<file path="src/rtl/uart_alu_host.sv">
// Initiator side of the UART operand/result protocol: sends A, B and the opcode
// over a byte-level TX port, then waits for one result byte on RX with a timeout.
module uart_alu_host #(
  parameter int DBIT    = 8,
  parameter int TIMEOUT = 100000,
  parameter int TO_W    = 17
) (
  input  logic            i_clk,
  input  logic            i_reset,
  input  logic            i_start,
  input  logic [DBIT-1:0] i_a,
  input  logic [DBIT-1:0] i_b,
  input  logic [DBIT-1:0] i_op,
  output logic            o_tx_start,
  output logic [DBIT-1:0] o_tx_data,
  input  logic            i_tx_done_tick,
  input  logic [DBIT-1:0] i_rx_data,
  input  logic            i_rx_done_tick,
  output logic            o_busy,
  output logic [DBIT-1:0] o_result,
  output logic            o_valid,
  output logic            o_timeout
);

  typedef enum logic [2:0] {
    IDLE,
    SEND_A,
    WAIT_A,
    SEND_B,
    WAIT_B,
    SEND_OP,
    WAIT_OP,
    WAIT_RES
  } state_t;

  localparam logic [TO_W-1:0] TO_LAST = TO_W'(TIMEOUT - 1);

  state_t            state_q;
  logic [DBIT-1:0]   a_q;
  logic [DBIT-1:0]   b_q;
  logic [DBIT-1:0]   op_q;
  logic [TO_W-1:0]   cnt_q;
  logic              tx_start_q;
  logic [DBIT-1:0]   tx_data_q;
  logic              busy_q;
  logic [DBIT-1:0]   result_q;
  logic              valid_q;
  logic              timeout_q;

  // busy_q is updated alongside every state transition so it always mirrors
  // (state_q != IDLE) while remaining a plain register output.
  always_ff @(posedge i_clk) begin
    if (i_reset) begin
      state_q    <= IDLE;
      a_q        <= '0;
      b_q        <= '0;
      op_q       <= '0;
      cnt_q      <= '0;
      tx_start_q <= 1'b0;
      tx_data_q  <= '0;
      busy_q     <= 1'b0;
      result_q   <= '0;
      valid_q    <= 1'b0;
      timeout_q  <= 1'b0;
    end else begin
      tx_start_q <= 1'b0;
      valid_q    <= 1'b0;
      timeout_q  <= 1'b0;

      unique case (state_q)
        IDLE: begin
          if (i_start) begin
            a_q     <= i_a;
            b_q     <= i_b;
            op_q    <= i_op;
            busy_q  <= 1'b1;
            state_q <= SEND_A;
          end
        end

        SEND_A: begin
          tx_data_q  <= a_q;
          tx_start_q <= 1'b1;
          state_q    <= WAIT_A;
        end

        WAIT_A: begin
          if (i_tx_done_tick) state_q <= SEND_B;
        end

        SEND_B: begin
          tx_data_q  <= b_q;
          tx_start_q <= 1'b1;
          state_q    <= WAIT_B;
        end

        WAIT_B: begin
          if (i_tx_done_tick) state_q <= SEND_OP;
        end

        SEND_OP: begin
          tx_data_q  <= op_q;
          tx_start_q <= 1'b1;
          state_q    <= WAIT_OP;
        end

        WAIT_OP: begin
          if (i_tx_done_tick) begin
            cnt_q   <= '0;
            state_q <= WAIT_RES;
          end
        end

        // A result arriving on the expiry cycle takes priority over the timeout.
        WAIT_RES: begin
          if (i_rx_done_tick) begin
            result_q <= i_rx_data;
            valid_q  <= 1'b1;
            busy_q   <= 1'b0;
            state_q  <= IDLE;
          end else if (cnt_q == TO_LAST) begin
            timeout_q <= 1'b1;
            busy_q    <= 1'b0;
            state_q   <= IDLE;
          end else begin
            cnt_q <= cnt_q + 1'b1;
          end
        end
      endcase
    end
  end

  assign o_tx_start = tx_start_q;
  assign o_tx_data  = tx_data_q;
  assign o_busy     = busy_q;
  assign o_result   = result_q;
  assign o_valid    = valid_q;
  assign o_timeout  = timeout_q;

endmodule

</file>
<file path="config.mk">
export PLATFORM = sky130hd
export DESIGN_NAME = uart_alu_host
export DESIGN_NICKNAME = d
export VERILOG_FILES = /design/src/rtl/uart_alu_host.sv
export SDC_FILE = /design/constraint.sdc
export NUM_CORES = 1
export LEC_CHECK = 0
export BUFFER_PORTS_ARGS = -buffer_cell sky130_fd_sc_hd__buf_2
export CELL_PAD_IN_SITES_DETAIL_PLACEMENT = 1
export CELL_PAD_IN_SITES_GLOBAL_PLACEMENT = 1
export CORE_MARGIN = 2
export CORE_UTILIZATION = 36
export CTS_BUF_LIST = sky130_fd_sc_hd__clkbuf_8 sky130_fd_sc_hd__clkbuf_16
export CTS_CLUSTER_DIAMETER = 200
export DETAILED_ROUTE_END_ITERATION = 12
export HOLD_SLACK_MARGIN = 0.12
export PLACE_DENSITY = 0.79
export SYNTH_ARGS = -nofsm -noshare
export SYNTH_HDL_FRONTEND = slang
export SYNTH_SLANG_ARGS = --single-unit
</file>
<file path="constraint.sdc">
create_clock -name i_clk -period 1.7 [get_ports i_clk]
set_input_delay 0.17 -clock i_clk [delete_from_list [all_inputs] [get_ports i_clk]]
set_output_delay 0.17 -clock i_clk [all_outputs]
set_load 0.05 [all_outputs]
</file>
==> key figures, run 1 <==
Outcome
  • Status: complete, no violations

Synthesis
  • Syn Nets: 387
  • Post-synth cell types: 51
  • Syn_area_per_cell: ~8.3 sq um
  • Synthesized area: 2910 sq um
  • Top_reg_cell synth: dfxtp_1
  • Number of flops mapped to enable cells by yosys: 0
  • Async SR Flop Fraction: 0%
  • Cell count after synthesis: approximately 350
  • Seq/Total Area, Yosys: 44.0%
  • Synth Register Bits: 64
  • Synth warn: 0

Placed design
  • Port Buffer Count: 56
  • Post-Place Cells: 513
  • Post-DP HPWL: 5930 um
  • Placer Congestion: 0.870
  • Pre-CTS WS: -0.0216 ns
  • DP Area: 3460 sq um

Global route
  • Met3 Usage GRT: 6.18%
  • First-pass GRT wire length: roughly 16000 um
  • Tot GR Track Use: 23.3%
  • Initial antenna violation count: 0
  • GR Util met2: 42.7%
  • Largest net degree at the start of global routing: 67
  • Global route hottest layer: met2
  • Vias in the first global route: 3134
  • GRT overflow: 0
  • GR Util met1: 26.1%

STA
  • Max Fclk: 607 MHz
  • Clk_skew: 0.00864 ns
  • Hold WS: roughly 0.24 ns
  • Hold Fails Final Rpt: 0
  • Worst slew margin: about four fifths
  • Final TNS setup: 0 ns
  • Fin crit period: 1.65 ns
  • Setup violation total in the final timing report: 0
  • Fin. max-slew vios: 0
  • Slew @ Worst Pin: between 0.3 and 0.4 ns
  • Final Cycle Share: 96.9%
  • Post-route setup slack: ~0.053 ns

Run
  • Max Cap Violations: 0

Critical path
  • Startpoint types: flop
  • Crit path max fanout: 5
  • Crit path kind: flop to flop
  • Crit path DAT: 1.88 ns
  • Required time worst endpoint: slightly below 2 ns
  • Worst setup EP type: flop

Route
  • Vias: roughly 3000
  • DRC: 0
  • Initial drt markers: 120
  • Routed Wire Length: a little over 10000 um
  • Mean routed wirelength per cell: around 18 um
  • TritonRoute pass-1 iters: 4
  • Final ANT Viol Nets: 0
  • Vias per cell: 5.31

Power and ir drop
  • Final Power: 3.87 mW
  • Leakage power: roughly 1.7 nW
  • Reg power frac: 41.8%
  • PD cells: 939 nW/um^2
  • Clock power share: between 40% and 50%
  • Logic gate share of total power: between 10 and 15%
  • Internal Power: 2.83 mW
  • Switching share of power: between 20% and 30%
  • VDD IR max: 0.000575 V
  • Psw: 1.05 mW

Die
  • DIE AREA: 8830 sq um
  • Io pins: 57
  • Initial Utilization: 37.5%
  • Die span in y: 94.0 um
  • Core Region: 7770 sq um
  • FP Rows: 32
  • Die Wd: approximately 94 um

Clock network
  • Clock Sinks: 64
  • H-tree depth: 3
  • Maximum buffer depth of the clock tree: 2
  • Clock slew at reported path FFs: 0.07 ns
  • Root cell of the clock tree: clkbuf_8
  • Num CTS Buffers: 9
  • TritonCTS clock tree: built
  • Worst-Skew Late Latency: between 0.3 and 0.4 ns

Finish
  • FF/Latch Area: about 1300 sq um
  • Area of the multi-input gates: 1580 sq um
  • Nets: just under 500
  • # fillers: between 900 and 1000
  • Fin area: 4120 sq um
  • Layout cells sized above 1: 30.2%
  • Finished Layout Cells: between 500 and 600
  • Area Overhead vs Synth: 41.6%
  • Layout Utilization: 53.1%
  • Diodes inserted: 0

Hold path
  • Worst min path class: input port to flop
power by group through the flow:
stage          Clock [mW]  Sequential (mW)  Combinational, mW
2_1_floorplan           0             1.72              0.252
3_3_place_gp            0             1.64              0.482
3_5_place_dp            0             1.65              0.495
4_1_cts              1.69             1.62              0.556
5_1_grt              1.77             1.63              0.622
6_report             1.68             1.62              0.574
kinds of logic (layout without fill, tap and decap cells):
family                     Yosys count  count (layout)  share of synthesized area (%)
and+or+nand+nor                    156             156                           27.7
AOI/OAI and AO/OA                   86              86                           18.2
DFF                                 64              64                           44.0
buffers and inverters               28             139                           4.55
muxes                               14              14                           5.15
adders and majority gates            1               1                          0.429
synth_stat cells, types with 2 or more instances:
library cell	number	area share (%)
or4_1	4	1.0
a21oi_1	41	7.0
and3_1	5	1.1
a21o_1	3	0.77
nand4bb_1	3	1.2
nand4_1	3	0.64
nor3_1	2	0.34
buf_4	3	0.77
mux2_2	8	3.1
a211oi_1	12	3.1
buf_1	2	0.26
or4b_1	2	0.69
a31oi_1	5	1.1
nand3b_1	2	0.52
or3_1	5	1.1
a41oi_1	2	0.60
nand2_1	80	10
dfxtp_1	64	44
mux2i_1	6	2.1
nand3_1	9	1.5
o21ai_0	5	0.86
o211ai_1	2	0.52
nand2b_1	9	1.9
o22ai_1	8	1.7
and4_1	2	0.60
clkbuf_1	14	1.8
buf_2	7	1.2
o31ai_1	2	0.52
nor2_1	16	2.1
and2_1	2	0.43
cell usage in the layout, fill, tap and decap left out, types with 5 or more instances in the layout:
cell type / count
a21oi_1: 41
o22ai_1: 8
or3_1: 5
dfxtp_1: 60
buf_4: 29
nand2_1: 79
buf_2: 57
mux2_2: 8
clkbuf_8: 10
dlygate4sd3_1: 32
nor2_1: 14
mux2i_1: 6
nand2b_1: 8
nand3_1: 7
a31oi_1: 5
a211oi_1: 12
o21ai_0: 5
per-layer routing:
metal,part of all wire [%],wire [um],vias up
li1,-,-,1450
met1,40,4000,1452
met2,54,5440,64
met3,3.6,359,20
met4,2.6,262,0
met5,0,0,-
final timing paths:
kind	from	endpoint	slack, ns	cells after the start
max	cnt_q[12]$_SDFFE_PP0P_	o_busy$_SDFFE_PP0P_	0.05	5
min	i_start	state_q[0]$_SDFFE_PP0P_	0.24	4
min reg2reg	op_q[4]$_SDFFE_PP0P_	op_q[4]$_SDFFE_PP0P_	0.46	2
max reg2reg	cnt_q[12]$_SDFFE_PP0P_	o_busy$_SDFFE_PP0P_	0.05	5
timing repair:
| item | 4_1_cts | 5_1_grt |
|---|---|---|
| gates cloned | 0 | 1 |
| gates resized for setup | 2 | 22 |
| endpoints found under the hold margin | 32 | 0 |
| buffers inserted | 0 | 0 |
| endpoints found under the setup margin | 6 | 27 |
| hold buffers | 32 | 0 |
| pin swaps | 0 | 3 |
registers in the layout, indices dropped and copies added (netlist names):
register and count:
op_q 8, o_tx_data 8, o_timeout 1, o_tx_start 1, o_busy 1, o_valid 1, a_q 8, cnt_q 17
b_q 8, state_q 3, o_result 8
cell type report:
| type | count | share of cell area (%) |
|---|---|---|
| clock buffer | 10 | 3.34 |
| inverter | 1 | 0.0910 |
| tap | 102 | 3.09 |
| timing repair buffer | 122 | 21.3 |
| multi-input combinational | 257 | 38.2 |
| clock inverter | 6 | 2.79 |
| sequential | 64 | 31.2 |
worst max-delay path, cell delays in order (launching register included):
cell and delay, ns:
dfxtp_1 0.32, or4b_4 0.56, nor4_4 0.23, buf_6 0.17, a21o_1 0.16, a211oi_1 0.09
Note: power is estimated with default switching activity, not from simulation.
==> run 2, diff against run 1 <==
--- a/config.mk
+++ b/config.mk
@@ -9,12 +9,12 @@
 export CELL_PAD_IN_SITES_DETAIL_PLACEMENT = 1
 export CELL_PAD_IN_SITES_GLOBAL_PLACEMENT = 1
 export CORE_MARGIN = 2
-export CORE_UTILIZATION = 36
+export CORE_UTILIZATION = 43
 export CTS_BUF_LIST = sky130_fd_sc_hd__clkbuf_8 sky130_fd_sc_hd__clkbuf_16
 export CTS_CLUSTER_DIAMETER = 200
 export DETAILED_ROUTE_END_ITERATION = 12
 export HOLD_SLACK_MARGIN = 0.12
-export PLACE_DENSITY = 0.79
+export PLACE_DENSITY = 0.88
 export SYNTH_ARGS = -nofsm -noshare
 export SYNTH_HDL_FRONTEND = slang
 export SYNTH_SLANG_ARGS = --single-unit
==> constraint.sdc (replaced) <==
create_clock -name i_clk -period 1.9 [get_ports i_clk]
set_input_delay 0.19 -clock i_clk [delete_from_list [all_inputs] [get_ports i_clk]]
set_output_delay 0.19 -clock i_clk [all_outputs]
set_load 0.05 [all_outputs]
==> run 2 against run 1 <==
Compared with the run above: worst hold slack lost 0.092 ns; final cell count shrank 8.7%; non-clock buffer count shrank 23; critical path depth is the same; die area shrank 16%; global-route usage grew 5.9 points; flip-flop and latch count is the same; sequential share of layout area grew 2.6 points; clock power shrank 21%; power shrank 15%; sequential power shrank 10%; largest cell class unchanged.
==> key figures, run 2 (synthesized netlist as in run 1, its figures left out) <==
Critical path
  • Required time worst endpoint: 2.16 ns (+0.23 ns)
  • R2R setup slack: 0.08 ns (+0.03 ns)
  • CP Buf/Inv Count: 1 (unchanged)
  • Worst path max stage delay: 0.52 ns (-0.04 ns)
  • RR Startpoint: cnt_q[6]$_SDFFE_PP0P_
  • Cell chain of the critical path: nand4bb_1 > nor4_4 > buf_4 > or4_1 > a31oi_1
  • Worst setup EP type: flop
  • Startpoint types: flop
  • R2R Path End: cnt_q[3]$_SDFFE_PP0P_
  • Reg2Reg Depth: 5 (unchanged)
  • Crit path DAT: 2.07 ns (+0.19 ns)
  • CP delay by family, top: simple AND/OR/NAND/NOR gates
  • Crit path kind: flop to flop
  • Crit path max-delay cell type: or4_1
  • Crit path max fanout: 10 (+5)

Finish
  • Biggest register: cnt_q
  • Layout cells sized above 1: 24.8% (-5.4 points)
  • Commonest non-fill, non-tap cell in the layout: nand2_1
  • Nets: 470 (-4.7%)
  • Finished Layout Cells: 513 (-8.7%)
  • Commonest non-fill, non-tap cells in the layout: nand2_1, dfxtp_1, buf_2, a21oi_1, dlygate4sd3_1
  • Layout Utilization: 59.0% (+5.9 points)
  • Largest register FFs: 17 (unchanged)
  • Area of the multi-input gates: 1520 sq um (-3.8%)
  • Area Overhead vs Synth: 30.8%
  • FF/Latch Area: 1290 sq um (unchanged)
  • # fillers: 763 (-18%)
  • Diodes inserted: 0 (unchanged)

Clock network
  • H-tree depth: 3 (unchanged)
  • Clock Sinks: 64 (unchanged)
  • Num CTS Buffers: 9 (unchanged)
  • Maximum buffer depth of the clock tree: 2 (unchanged)
  • Worst-Skew Late Latency: 0.35 ns (about the same)
  • TritonCTS clock tree: built
  • Clock slew at reported path FFs: 0.07 ns (about the same)
  • Postcts setup bufs: 0 (unchanged)
  • Root cell of the clock tree: clkbuf_8

Placed design
  • Port Buffer Count: 56 (unchanged)
  • Post-DP HPWL: 5740 um (-3.2%)
  • Post-Place Cells: 469 (-8.6%)
  • Placer Congestion: 0.806 (-7.3%)

Route
  • Vias per cell: 5.95 (+12%)
  • Initial drt markers: 181 (+51%)
  • Mean routed wirelength per cell: 19.9 um (+11%)
  • TritonRoute pass-1 iters: 4 (unchanged)
  • Routed Wire Length: 10200 um (+1.5%)
  • Vias: 3051 (+2.2%)
  • Final ANT Viol Nets: 0 (unchanged)
  • DRC: 0 (unchanged)

Global route
  • Initial antenna violation count: 0 (unchanged)
  • First-pass GRT wire length: 16600 um (+4.8%)
  • Tot GR Track Use: 29.2% (+5.9 points)
  • Largest net degree at the start of global routing: 67 (unchanged)
  • Vias in the first global route: 3306 (+5.5%)
  • GRT overflow: 0 (unchanged)

STA
  • Fin crit period: 1.82 ns (+0.168 ns)
  • Clk_skew: 0.0132 ns (+0.00453 ns)
  • Slew @ Worst Pin: 0.354 ns (+0.0394 ns)
  • RSZ-0062 raised after global routing: false
  • Fin. max-slew vios: 0 (unchanged)
  • Final TNS setup: 0 ns (unchanged)
  • Hold WS: 0.148 ns (-0.0922 ns)
  • Hold Fails Final Rpt: 0 (unchanged)
  • Setup violation total in the final timing report: 0 (unchanged)
  • Max Fclk: 551 MHz (-9.3%)
  • Final Cycle Share: 95.5% (-1.4 points)
  • Worst slew margin: 76.4% (-2.5 points)

Die
  • Die Wd: 86.3 um (-8.1%)
  • Io pins: 57 (unchanged)
  • DIE AREA: 7450 sq um (-16%)
  • FP Rows: 29 (-9.4%)
  • Die span in y: 86.3 um (-8.1%)
  • Initial Utilization: 45.1% (+7.6 points)
  • Core Region: 6460 sq um (-17%)

Power and ir drop
  • Psw: 0.916 mW (-13%)
  • Switching share of power: 27.9% (+0.83 points)
  • Logic gate share of total power: 15.3% (+0.5 points)
  • PD cells: 862 nW/um^2 (-8.2%)
  • Clock power share: 40.4% (-3.0 points)
  • VDD IR max: 0.000441 V (-23%)
  • Leakage power: 1.52 nW (-8.3%)
  • Internal Power: 2.37 mW (-16%)
  • Reg power frac: 44.3% (+2.5 points)

Hold path
  • Worst Hold End: o_result[1]$_SDFFE_PP0P_
  • Hold Crit Depth: 3 (-1)
  • Hold path start: i_rx_data[1]
  • Worst min path class: input port to flop

Run
  • Max Cap Violations: 0 (unchanged)

Outcome
  • Status: complete, no violations
[run 2: changes by cell type in the layout (fill, tap and decap cells not counted), sizes merged]
cell         change
inv              -1
buf             -20
dlygate4sd3      -3
bufinv           -1
clkinv           +1
[run 2: worst register-to-register path: stages, from the launching register on]
cell and delay, ns:
dfxtp_1 0.46, nand4bb_1 0.28, nor4_4 0.08, buf_4 0.18, or4_1 0.52, a31oi_1 0.21
[run 2: worst max-delay path by stage]
stage	from	cells after the start	to
after floorplan	cnt_q[0]$_SDFFE_PP0P_	6	cnt_q[6]$_SDFFE_PP0P_
after global placement	cnt_q[0]$_SDFFE_PP0P_	5	cnt_q[14]$_SDFFE_PP0P_
after detailed placement	cnt_q[0]$_SDFFE_PP0P_	6	cnt_q[3]$_SDFFE_PP0P_
final	cnt_q[6]$_SDFFE_PP0P_	5	cnt_q[3]$_SDFFE_PP0P_
after CTS	cnt_q[1]$_SDFFE_PP0P_	6	cnt_q[3]$_SDFFE_PP0P_
after global routing	cnt_q[6]$_SDFFE_PP0P_	5	cnt_q[3]$_SDFFE_PP0P_
[run 2: stage by stage]
step	area (sq um)	power (mW)	setup slack, ns
final	3810	3.28	0.0848
after global routing	3810	3.40	0.000443
after CTS	3800	3.25	0.0279
after detailed placement	3290	1.91	0.149
after global placement	3290	1.89	0.209
after floorplan	2910	1.76	0.267
[run 2: layout make-up]
type | instances | share of cell area, %
multi-input cells | 257 | 39.8
flip-flops and latches | 64 | 33.8
repair buffers | 99 | 18.1
clock buffers | 10 | 3.61
well taps | 77 | 2.53
clock inverters | 5 | 2.13
inverters | 1 | 0.0985
[run 2: repair_timing]
action                                  CTS  global route
hold buffers                             29             0
endpoints found under the setup margin    0            11
resized for setup                         0             7
hold endpoints to repair                 29             0
[run 2: metal layers]
metal / part of all wire, % / vias up / track usage (%)
met3: 4.6 / 35 / 7.14
met4: 4.5 / 0 / 14.6
li1: - / 1404 / -
met2: 54 / 108 / 54.3
met5: 0 / - / 0
met1: 37 / 1504 / 30.3
[run 2: power groups by stage]
stage	logic [mW]	registers, mW	clock network [mW]
final	0.504	1.45	1.33
after global placement	0.414	1.47	0
after CTS	0.478	1.45	1.32
after floorplan	0.226	1.54	0
after detailed placement	0.429	1.48	0
after global routing	0.544	1.46	1.39
==> run 3, diff against run 2 <==
==> constraint.sdc (replaced) <==
create_clock -name i_clk -period 1.9 [get_ports i_clk]
set_input_delay 0.38 -clock i_clk [delete_from_list [all_inputs] [get_ports i_clk]]
set_output_delay 0.38 -clock i_clk [all_outputs]
set_load 0.05 [all_outputs]
==> run 3 against run 2 <==
Compared with the run above: core utilization down 5.1 points; cell area down 8.6%; count of clock-buffer cells in the layout up 1; maximum frequency down 0.69%; combinational power down 15%; die area unchanged; final cell count down 5.8%; critical path type unchanged.
==> key figures, run 3 (synthesized netlist as in run 1, its figures left out) <==
Power and ir drop
  • VDD IR max: 0.000499 V (+13%)
  • Leakage power: 1.37 nW (-9.5%)
  • PD cells: 867 nW/um^2 (+0.58%)

Run
  • Max Cap Violations: 0 (unchanged)

Clock network
  • H-tree depth: 3 (unchanged)
  • Num CTS Buffers: 9 (unchanged)
  • Maximum buffer depth of the clock tree: 2 (unchanged)
  • Clock Sinks: 64 (unchanged)
  • Postcts setup bufs: 0 (unchanged)
  • Clock slew at reported path FFs: 0.08 ns (about the same)
  • TritonCTS clock tree: built
  • Worst-Skew Late Latency: 0.36 ns (about the same)
  • Root cell of the clock tree: clkbuf_8

STA
  • Final Cycle Share: 96.2% (+0.67 points)
  • Fin crit period: 1.83 ns (+0.0127 ns)
  • Hold Fails Final Rpt: 0 (unchanged)
  • Worst slew margin: 72.3% (-4.0 points)
  • Clk_skew: 0.0117 ns (-0.00147 ns)
  • Max Fclk: 547 MHz (-0.69%)
  • Setup violation total in the final timing report: 0 (unchanged)
  • Final TNS setup: 0 ns (unchanged)
  • Slew @ Worst Pin: 0.414 ns (+0.0602 ns)
  • Fin. max-slew vios: 0 (unchanged)

Critical path
  • R2R Path End: cnt_q[3]$_SDFFE_PP0P_
  • Crit path max-delay cell type: dfxtp_1
  • Cell chain of the critical path: ha_4 > nand4_1 > nor4_4 > buf_4 > o211ai_1 > a31oi_1
  • CP delay by family, top: simple AND/OR/NAND/NOR gates
  • Crit. path cell count: 6 (+1)
  • Crit path DAT: 2.10 ns (+0.03 ns)
  • Worst path max stage delay: 0.46 ns (-0.06 ns)
  • Worst Setup SP: cnt_q[1]$_SDFFE_PP0P_
  • Worst setup EP type: flop
  • Startpoint types: flop
  • Worst Setup EP: cnt_q[3]$_SDFFE_PP0P_
  • R2R setup slack: 0.07 ns (about the same)
  • CP Buf/Inv Count: 1 (unchanged)
  • Crit path max fanout: 10 (unchanged)
  • Required time worst endpoint: 2.17 ns (about the same)
  • Reg2Reg Depth: 6 (+1)
  • Crit path kind: flop to flop
  • RR Startpoint: cnt_q[1]$_SDFFE_PP0P_

Route
  • Vias per cell: 5.77 (-2.9%)
  • DRC: 0 (unchanged)
  • Routed Wire Length: 8540 um (-16%)
  • Initial drt markers: 108 (-40%)
  • Final ANT Viol Nets: 0 (unchanged)
  • Mean routed wirelength per cell: 17.7 um (-11%)
  • TritonRoute pass-1 iters: 4 (unchanged)
  • Vias: 2788 (-8.6%)

Global route
  • GRT overflow: 0 (unchanged)
  • Tot GR Track Use: 23.6% (-5.6 points)
  • Largest net degree at the start of global routing: 67 (unchanged)
  • Initial antenna violation count: 0 (unchanged)
  • Vias in the first global route: 2756 (-17%)
  • First-pass GRT wire length: 13600 um (-18%)

Placed design
  • Port Buffer Count: 56 (unchanged)
  • Placer Congestion: 0.859 (+6.5%)
  • DP Area: 3270 sq um (-0.46%)
  • Post-DP HPWL: 5580 um (-2.7%)

Finish
  • Area Overhead vs Synth: 19.6%
  • Diodes inserted: 0 (unchanged)
  • Largest register FFs: 17 (unchanged)
  • Biggest register: cnt_q
  • Fin area: 3480 sq um (-8.6%)
  • Area of the multi-input gates: 1520 sq um (+0.33%)
  • Nets: 439 (-6.6%)
  • Commonest non-fill, non-tap cells in the layout: nand2_1, dfxtp_1, buf_2, a21oi_1, nor2_1
  • Commonest non-fill, non-tap cell in the layout: nand2_1
  • # fillers: 823 (+7.9%)
  • FF/Latch Area: 1290 sq um (+0.20%)
  • Layout cells sized above 1: 26.6% (+1.8 points)

Die
  • Initial Utilization: 45.1% (unchanged)
  • FP Rows: 29 (unchanged)
  • Die span in y: 86.3 um (unchanged)
  • Core Region: 6460 sq um (unchanged)
  • DIE AREA: 7450 sq um (unchanged)
  • Die Wd: 86.3 um (unchanged)
  • Io pins: 57 (unchanged)

Outcome
  • Status: complete, no violations

Hold path
  • Worst min path class: input port to flop
run 3: routing by layer:
metal  part of all wire, %  vias up  wire [um]  GRT usage [%]
li1                      -     1345          -              -
met1                    41     1350       3540           27.0
met2                    52       75       4440           41.9
met3                   4.4       18        379           6.00
met4                   2.2        0        188           9.66
met5                     0        -          0              0
run 3: stage by stage:
step	hold slack [ns]	power [mW]	cells	setup slack (ns)	util, %
after floorplan	0.433	1.76	349	0.267	-
after global placement	0.438	1.89	467	0.162	50.7
after detailed placement	0.444	1.91	467	0.0365	50.7
after CTS	0.239	3.05	483	0.00441	53.6
after global routing	0.248	3.15	483	-0.0212	53.9
final	0.251	3.02	483	0.0721	53.9
run 3: worst min path at each step:
stage / start / endpoint / slack (ns) / cells past startpoint
after floorplan: op_q[0]$_SDFFE_PP0P_ / op_q[0]$_SDFFE_PP0P_ / 0.43 / 2
after global placement: o_result[7]$_SDFFE_PP0P_ / o_result[7]$_SDFFE_PP0P_ / 0.44 / 2
after detailed placement: o_result[5]$_SDFFE_PP0P_ / o_result[5]$_SDFFE_PP0P_ / 0.44 / 2
after CTS: i_a[0] / a_q[0]$_SDFFE_PP0P_ / 0.24 / 3
after global routing: i_a[0] / a_q[0]$_SDFFE_PP0P_ / 0.25 / 3
final: i_a[0] / a_q[0]$_SDFFE_PP0P_ / 0.25 / 3
run 3: area by class of cell:
type	count	area share, %
repair buffers	68	11.0
clock inverters	5	1.11
well taps	77	2.77
multi-input cells	257	43.7
inverters	1	0.108
clock buffers	11	4.35
flip-flops and latches	64	37.0
run 3: power breakdown:
part           leakage, nW  internal, mW  switching, mW
Sequential           0.524          1.41         0.0442
Clock               0.0963         0.553          0.583
Combinational        0.754         0.152          0.278
Total                 1.37          2.11          0.905
run 3: repair_timing:
item / in CTS / in global routing
setup endpoints to repair: 0 / 6
hold buffers: 0 / 0
gates resized for setup: 0 / 9
run 3: worst min-delay path: cells and delay by family:
| family | cells | cell delay [ns] |
|---|---|---|
| compound gates | 1 | 0.05 |
| buf+inv | 1 | 0.10 |
| simple gates | 1 | 0.05 |
